`src/rtl/seq_scan_pkg.sv`:
```
// Shared definitions for the byte-fed scan controller.
//   scan_state_e : controller state encoding (IDLE, LOAD, SHIFT, DONE)
//   DEF_PAT_W    : default pattern length in bits
//   DEF_CNT_W    : default width of the match counter and match limit
package seq_scan_pkg;

  localparam int DEF_PAT_W = 4;
  localparam int DEF_CNT_W = 8;

  typedef enum logic [1:0] {
    ST_IDLE  = 2'd0,
    ST_LOAD  = 2'd1,
    ST_SHIFT = 2'd2,
    ST_DONE  = 2'd3
  } scan_state_e;

endpackage

```
`src/rtl/seq_scan_ctrl_if.sv`:
```
// Control, byte-stream and status bundle of the scan controller.
//   master : the side that issues START/ABORT, the pattern setup and the byte stream
//   slave  : the controller; returns IN_READY, HIT, MATCH_COUNT, BUSY and DONE
interface seq_scan_ctrl_if
  import seq_scan_pkg::*;
#(
  parameter int PAT_W = DEF_PAT_W,
  parameter int CNT_W = DEF_CNT_W
) ();

  logic             start;
  logic             abort;
  logic [PAT_W-1:0] pattern;
  logic [CNT_W-1:0] match_limit;
  logic             in_valid;
  logic [7:0]       in_data;
  logic             in_ready;
  logic             hit;
  logic [CNT_W-1:0] match_count;
  logic             busy;
  logic             done;

  modport master (
    output start, abort, pattern, match_limit, in_valid, in_data,
    input  in_ready, hit, match_count, busy, done
  );

  modport slave (
    input  start, abort, pattern, match_limit, in_valid, in_data,
    output in_ready, hit, match_count, busy, done
  );

endinterface

```
`src/rtl/seq_scan_ctrl_pattern_det.sv`:
```
// Moore-style serial pattern detector core.
//   clk      : rising-edge clock
//   reset    : synchronous active-low reset
//   clr      : clear history and fill counter (start of a new scan)
//   shift_en : shift bit_in into the history this cycle
//   bit_in   : serial input bit
//   pattern  : pattern to compare against, bit PAT_W-1 is the oldest bit
//   match    : combinational, true when the history after this shift equals the
//              pattern and at least PAT_W bits have been shifted since clr
module pattern_det #(
  parameter int PAT_W = 4
) (
  input  logic             clk,
  input  logic             reset,
  input  logic             clr,
  input  logic             shift_en,
  input  logic             bit_in,
  input  logic [PAT_W-1:0] pattern,
  output logic             match
);

  localparam int FILL_W = $clog2(PAT_W + 1);

  logic [PAT_W-1:0]  hist_r;
  logic [PAT_W-1:0]  hist_next_s;
  logic [FILL_W-1:0] fill_r;
  logic              full_s;

  // Next history value and match decision for the bit being shifted this cycle
  always_comb begin
    hist_next_s = {hist_r[PAT_W-2:0], bit_in};
    // fill_r counts bits already shifted; this shift makes it PAT_W or more
    full_s      = (fill_r >= FILL_W'(PAT_W - 1));
    if (shift_en && full_s && (hist_next_s == pattern)) begin
      match = 1'b1;
    end else begin
      match = 1'b0;
    end
  end

  // History shift register and saturating fill counter
  always_ff @(posedge clk) begin
    if (!reset) begin
      hist_r <= {PAT_W{1'b0}};
      fill_r <= {FILL_W{1'b0}};
    end else if (clr) begin
      hist_r <= {PAT_W{1'b0}};
      fill_r <= {FILL_W{1'b0}};
    end else if (shift_en) begin
      hist_r <= hist_next_s;
      if (fill_r != FILL_W'(PAT_W)) begin
        fill_r <= fill_r + {{(FILL_W-1){1'b0}}, 1'b1};
      end
    end
  end

endmodule

```
`src/rtl/seq_scan_ctrl.sv`:
```
// Byte-fed scan controller: accepts bytes on a valid/ready handshake, serialises
// each one MSB-first into pattern_det, counts (overlapping) matches and stops
// once a programmed non-zero match limit is reached.
//   clk   : rising-edge clock
//   reset : synchronous active-low reset
//   bus   : seq_scan_ctrl_if.slave -- start/abort/pattern/match_limit,
//           in_valid/in_data/in_ready, hit, match_count, busy, done
module seq_scan_ctrl
  import seq_scan_pkg::*;
#(
  parameter int PAT_W = DEF_PAT_W,
  parameter int CNT_W = DEF_CNT_W
) (
  input  logic          clk,
  input  logic          reset,
  seq_scan_ctrl_if.slave bus
);

  scan_state_e      state_r;
  logic [PAT_W-1:0] pattern_r;
  logic [CNT_W-1:0] limit_r;
  logic [CNT_W-1:0] count_r;
  logic [7:0]       byte_r;
  logic [2:0]       idx_r;
  logic             in_ready_r;
  logic             hit_r;
  logic             busy_r;
  logic             done_r;

  logic             det_clr_s;
  logic             det_shift_s;
  logic             det_bit_s;
  logic             det_match_s;
  logic [CNT_W-1:0] count_inc_s;
  logic             limit_hit_s;

  // Detector controls, saturating count increment and limit check for this cycle
  always_comb begin
    det_bit_s = byte_r[idx_r];
    if (!bus.abort && bus.start && ((state_r == ST_IDLE) || (state_r == ST_DONE))) begin
      det_clr_s = 1'b1;
    end else begin
      det_clr_s = 1'b0;
    end
    if (!bus.abort && (state_r == ST_SHIFT)) begin
      det_shift_s = 1'b1;
    end else begin
      det_shift_s = 1'b0;
    end
    if (count_r == {CNT_W{1'b1}}) begin
      count_inc_s = count_r;
    end else begin
      count_inc_s = count_r + {{(CNT_W-1){1'b0}}, 1'b1};
    end
    // A zero limit means the scan never ends on its own
    if ((limit_r != {CNT_W{1'b0}}) && (count_inc_s == limit_r)) begin
      limit_hit_s = 1'b1;
    end else begin
      limit_hit_s = 1'b0;
    end
  end

  pattern_det #(
    .PAT_W (PAT_W)
  ) u_det (
    .clk      (clk),
    .reset    (reset),
    .clr      (det_clr_s),
    .shift_en (det_shift_s),
    .bit_in   (det_bit_s),
    .pattern  (pattern_r),
    .match    (det_match_s)
  );

  // Scan FSM with registered status outputs, byte register, index and match counter
  always_ff @(posedge clk) begin
    if (!reset) begin
      state_r    <= ST_IDLE;
      pattern_r  <= {PAT_W{1'b0}};
      limit_r    <= {CNT_W{1'b0}};
      count_r    <= {CNT_W{1'b0}};
      byte_r     <= 8'h00;
      idx_r      <= 3'd0;
      in_ready_r <= 1'b0;
      hit_r      <= 1'b0;
      busy_r     <= 1'b0;
      done_r     <= 1'b0;
    end else begin
      hit_r <= 1'b0;
      if (bus.abort) begin
        // Abort wins over everything; the match count is kept for inspection
        state_r    <= ST_IDLE;
        in_ready_r <= 1'b0;
        busy_r     <= 1'b0;
        done_r     <= 1'b0;
      end else begin
        case (state_r)
          ST_IDLE, ST_DONE: begin
            if (bus.start) begin
              pattern_r  <= bus.pattern;
              limit_r    <= bus.match_limit;
              count_r    <= {CNT_W{1'b0}};
              state_r    <= ST_LOAD;
              in_ready_r <= 1'b1;
              busy_r     <= 1'b1;
              done_r     <= 1'b0;
            end
          end
          ST_LOAD: begin
            if (bus.in_valid && in_ready_r) begin
              byte_r     <= bus.in_data;
              idx_r      <= 3'd7;
              state_r    <= ST_SHIFT;
              in_ready_r <= 1'b0;
            end
          end
          ST_SHIFT: begin
            if (det_match_s) begin
              hit_r   <= 1'b1;
              count_r <= count_inc_s;
            end
            if (det_match_s && limit_hit_s) begin
              // Remaining bits of the current byte are dropped
              state_r    <= ST_DONE;
              in_ready_r <= 1'b0;
              busy_r     <= 1'b0;
              done_r     <= 1'b1;
            end else if (idx_r == 3'd0) begin
              state_r    <= ST_LOAD;
              in_ready_r <= 1'b1;
            end else begin
              idx_r <= idx_r - 3'd1;
            end
          end
          default: begin
            state_r    <= ST_IDLE;
            in_ready_r <= 1'b0;
            busy_r     <= 1'b0;
            done_r     <= 1'b0;
          end
        endcase
      end
    end
  end

  assign bus.in_ready    = in_ready_r;
  assign bus.hit         = hit_r;
  assign bus.match_count = count_r;
  assign bus.busy        = busy_r;
  assign bus.done        = done_r;

endmodule

```
`src/flat_wrapper.sv`:
```
// flat-port wrapper written by rule: the top's interface ports become plain ports
module seq_scan_ctrl_flat import seq_scan_pkg::*;
#(
  parameter int PAT_W = DEF_PAT_W,
  parameter int CNT_W = DEF_CNT_W
)
  (clk, reset, bus_start, bus_abort, bus_pattern, bus_match_limit, bus_in_valid, bus_in_data, bus_in_ready, bus_hit, bus_match_count, bus_busy, bus_done);
  seq_scan_ctrl_if #(.PAT_W(PAT_W), .CNT_W(CNT_W)) bus_i ();
  input  logic clk;
  input  logic reset;
  input wire logic [$bits(bus_i.start)-1:0] bus_start;
  input wire logic [$bits(bus_i.abort)-1:0] bus_abort;
  input wire logic [$bits(bus_i.pattern)-1:0] bus_pattern;
  input wire logic [$bits(bus_i.match_limit)-1:0] bus_match_limit;
  input wire logic [$bits(bus_i.in_valid)-1:0] bus_in_valid;
  input wire logic [$bits(bus_i.in_data)-1:0] bus_in_data;
  output wire logic [$bits(bus_i.in_ready)-1:0] bus_in_ready;
  output wire logic [$bits(bus_i.hit)-1:0] bus_hit;
  output wire logic [$bits(bus_i.match_count)-1:0] bus_match_count;
  output wire logic [$bits(bus_i.busy)-1:0] bus_busy;
  output wire logic [$bits(bus_i.done)-1:0] bus_done;
  assign bus_i.start = bus_start;
  assign bus_i.abort = bus_abort;
  assign bus_i.pattern = bus_pattern;
  assign bus_i.match_limit = bus_match_limit;
  assign bus_i.in_valid = bus_in_valid;
  assign bus_i.in_data = bus_in_data;
  assign bus_in_ready = bus_i.in_ready;
  assign bus_hit = bus_i.hit;
  assign bus_match_count = bus_i.match_count;
  assign bus_busy = bus_i.busy;
  assign bus_done = bus_i.done;
  seq_scan_ctrl #(.PAT_W(PAT_W), .CNT_W(CNT_W)) u_core (.clk(clk), .reset(reset), .bus(bus_i));
endmodule
```
`config.mk`:
```
export PLATFORM = sky130hd
export DESIGN_NAME = seq_scan_ctrl_flat
export DESIGN_NICKNAME = d
export VERILOG_FILES = /design/src/rtl/seq_scan_pkg.sv /design/src/rtl/seq_scan_ctrl_if.sv /design/src/rtl/seq_scan_ctrl_pattern_det.sv /design/src/rtl/seq_scan_ctrl.sv /design/src/flat_wrapper.sv
export SDC_FILE = /design/constraint.sdc
export NUM_CORES = 1
export LEC_CHECK = 0
export ABC_AREA = 1
export CORE_MARGIN = 4
export CORE_UTILIZATION = 45
export DETAILED_ROUTE_END_ITERATION = 16
export PLACE_DENSITY = 0.69
export SYNTH_ARGS = -nofsm -noshare
export SYNTH_HDL_FRONTEND = slang
export SYNTH_SLANG_ARGS = --single-unit
```
`constraint.sdc`:
```
create_clock -name clk -period 6.1 [get_ports clk]
set_clock_uncertainty 0.1 [all_clocks]
set_input_delay 1.22 -clock clk [delete_from_list [all_inputs] [get_ports clk]]
set_output_delay 1.22 -clock clk [all_outputs]
set_load 0.02 [all_outputs]
```
==> results.md <==
- Port bufs: 36
- Clock slew at reported path FFs: 0.08 ns
- Setup violation total in the final timing report: 0
- Num Clock Sinks: between 40 and 50
- Largest net degree at the start of global routing: 24
- Worst Reg-to-Reg Cells: 12
- Inserted Clock Buffers: 5
- Endpoint class of the critical path: flip-flop
- Final HPWL DP: ~4000 um
- Cts hold-fix bufs: 0
- Top delay family on crit path: simple AND/OR/NAND/NOR gates
- Final GP Congestion: approximately 0.84
- Worst Setup Path Type: in2reg
- Mapped Area: around 2300 um^2
- Crit path time final: around 3.2 ns
- Buf/Inv on CP: 1
- Io pins: 37
- Crit-path cells: clkdlybuf4s50_1 > nor2_2 > nand4_1 > nor2_1 > nand3_1 > a21oi_1 > nand2_2 > nor2_4 > nand3_1 > a21oi_1
- CTS tree: done
- Run status: finished clean
- Crit-path max cell delay: approximately 0.53 ns
- Required @ worst endpoint: about 6.2 ns
- Max Cap Viol: 0
- # H-tree levels: 2
- Core area: about 4800 um^2
- Placed cells: between 400 and 500
- Vias/cell: 4.83
- Ant diodes: 0
- First-pass GRT wire length: 8600 um
- Max-slew violations: 0
- Synth unique cells: 25
- Root Driver: clkbuf_8
- HP Class: reg2reg
- DRT Pass-1 Iters: 4
- Fin. Hold Viols: 0
- Clk_lat worst skew: 0.29 ns
- Iter 0 DRT Violations: ~110
- Post-Syn Instances: approximately 360
- Layout net count: around 420
- Initial antenna violation count: 0
- CP Data Arrival Time: approximately 3.3 ns
- Sequential share of the synthesized area: between 30% and 40%
- Antenna-violating nets left: 0
- Post-synth EDFFs: 0
- Initial Util: 47.9%
- RSZ-0062 raised after global routing: no
- DRC errors left: 0
- Mean post-synth cell area: 6.53 um^2
- Final WL: 5130 um
- Die H: between 70 and 80 um
- WHS Path Cells: 2
- Reg-to-Reg Start: u_core.state_r[0]$_SDFFE_PP0P_
- Die width: approximately 80 um
- Total GRT Usage: around 17%
- Lkg Pwr: 1.14 nW
- PD cells: between 200 and 250 nW/um^2
- Post-synthesis net count: 389
- CP max stage cell: clkdlybuf4s50_1
- Synthesis-to-finish area growth: 21.0%
- Synth Warn #: 0
- VDD IR max: 171 uV
- Post_cts resized: 0
- Critical path fanouts, max: 9
- Hold Path Origin: u_core.bus.busy$_SDFFE_PP0P_
- Layout cell share with drive strength beyond 1: ~5.1%
- Non-Filler Instances: around 460
- Placed cell areas: approximately 2700 um^2
- Design area: about 2800 um^2
- CTS max path bufs: 2
- Min Hold Slack: between 0.3 and 0.4 ns
- Post-CTS setup buffers: 0
- Fmax: between 300 and 400 MHz
- Max-slew headroom: 53.9%
- Worst slew pin tran: about 0.7 ns
- Asr flop ratio synth: 0%
- GR Overflow Total: 0
- Core Util, Final: between 50% and 60%
- R2R Path End: u_core.bus.match_count[1]$_SDFFE_PN0P_
- Setup_tns: 0 ns
- FF-to-FF setup slack: 3.64 ns
- Post-place setup slack: ~2.7 ns
- Final period utilization: 51.8%
- Min-Delay Endpoint: u_core.bus.busy$_SDFFE_PP0P_
- CP startpoint kind: input pin
- Total power: 0.565 mW
- Drt wl/cell: 11.2 um
- Vias: ~2200
- Top FF cell, synth: dfxtp_1
- Register bit total from synthesis: between 40 and 50
- Fin worst setup slack: between 2 and 3 ns
- Vias in the first global route: roughly 1900
- Die ar.: roughly 6400 um^2
- Site row count: 25
- Critical Path Stages: 10
-- registers in the layout, indices dropped and copies added, names as in the netlist --
name / count
u_core.state_r: 2
u_core.bus.done: 1
u_core.bus.hit: 1
u_core.bus.in_ready: 1
u_core.idx_r: 3
u_core.bus.match_count: 8
u_core.pattern_r: 4
u_core.bus.busy: 1
u_core.u_det.fill_r: 3
u_core.limit_r: 8
u_core.u_det.hist_r: 3
u_core.byte_r: 8
-- layout by cell type (no fill, tap or decap), drive strengths merged, types with 3 or more instances in the layout --
cell,Yosys,routed
nand3,28,28
dfxtp,43,43
ha,8,8
inv,54,54
nor3,3,3
nor2,36,36
nand4,6,6
o21ai,31,31
clkbuf,6,6
a21oi,34,34
nand2,97,97
clkdlybuf4s50,0,36
-- power breakdown --
part / total (mW) / internal [mW] / switching, mW / leakage [nW]
clock network: 0.178 / 0.0801 / 0.0977 / 0.0412
registers: 0.300 / 0.292 / 0.00811 / 0.349
logic: 0.0878 / 0.0379 / 0.0500 / 0.753
-- Yosys cell counts (2+ instances only) --
library cell	instances	area (um^2)
nor2_1	31	116
xnor2_1	2	17.5
nor2_4	2	22.5
inv_2	4	15.0
nor3_1	3	15.0
nand4_1	6	37.5
nand2_1	93	349
nand2_2	3	18.8
clkbuf_1	6	22.5
inv_1	50	188
nor2_2	3	18.8
o211ai_1	2	15.0
ha_1	8	100
nand3_1	28	140
o21ai_0	28	140
dfxtp_1	43	861
a21oi_1	34	170
o21ai_1	3	15.0
-- kinds of logic after synthesis --
logic type      count (synthesis)  synth area share [%]
compound gates                 71                  16.0
xor+xnor                        2                 0.754
fa+ha+maj                       8                  4.31
buf+inv                        62                  10.5
flops                          43                  37.0
simple gates                  170                  31.4
-- worst min-delay path: stages, from the launching register on --
cell and delay, ns:
dfxtp_1 0.31, inv_1 0.05, a21oi_1 0.05
-- worst max path at each step --
stage                         start                                     end
after floorplan           bus_abort  u_core.bus.match_count[0]$_SDFFE_PN0P_
after global placement    bus_abort  u_core.bus.match_count[1]$_SDFFE_PN0P_
after detailed placement  bus_abort  u_core.bus.match_count[1]$_SDFFE_PN0P_
after CTS                 bus_abort  u_core.bus.match_count[1]$_SDFFE_PN0P_
after global routing      bus_abort  u_core.bus.match_count[1]$_SDFFE_PN0P_
final                     bus_abort  u_core.bus.match_count[1]$_SDFFE_PN0P_
-- routing by layer --
layer	global-route usage, %	part of all wire (%)
met4	6.76	2.4
met5	0	0
met3	3.84	5.0
met2	25.7	42
met1	22.8	50
-- layout make-up --
class | instances | area [um^2]
Clock buffer | 6 | 72.6
Clock inverter | 2 | 12.5
Fill cell | 489 | 2040
Inverter | 54 | 203
Multi-Input combinational cell | 251 | 1220
Sequential cell | 43 | 861
Tap cell | 67 | 83.8
Timing Repair Buffer | 36 | 360
Note: power is estimated with default switching activity, not from simulation.
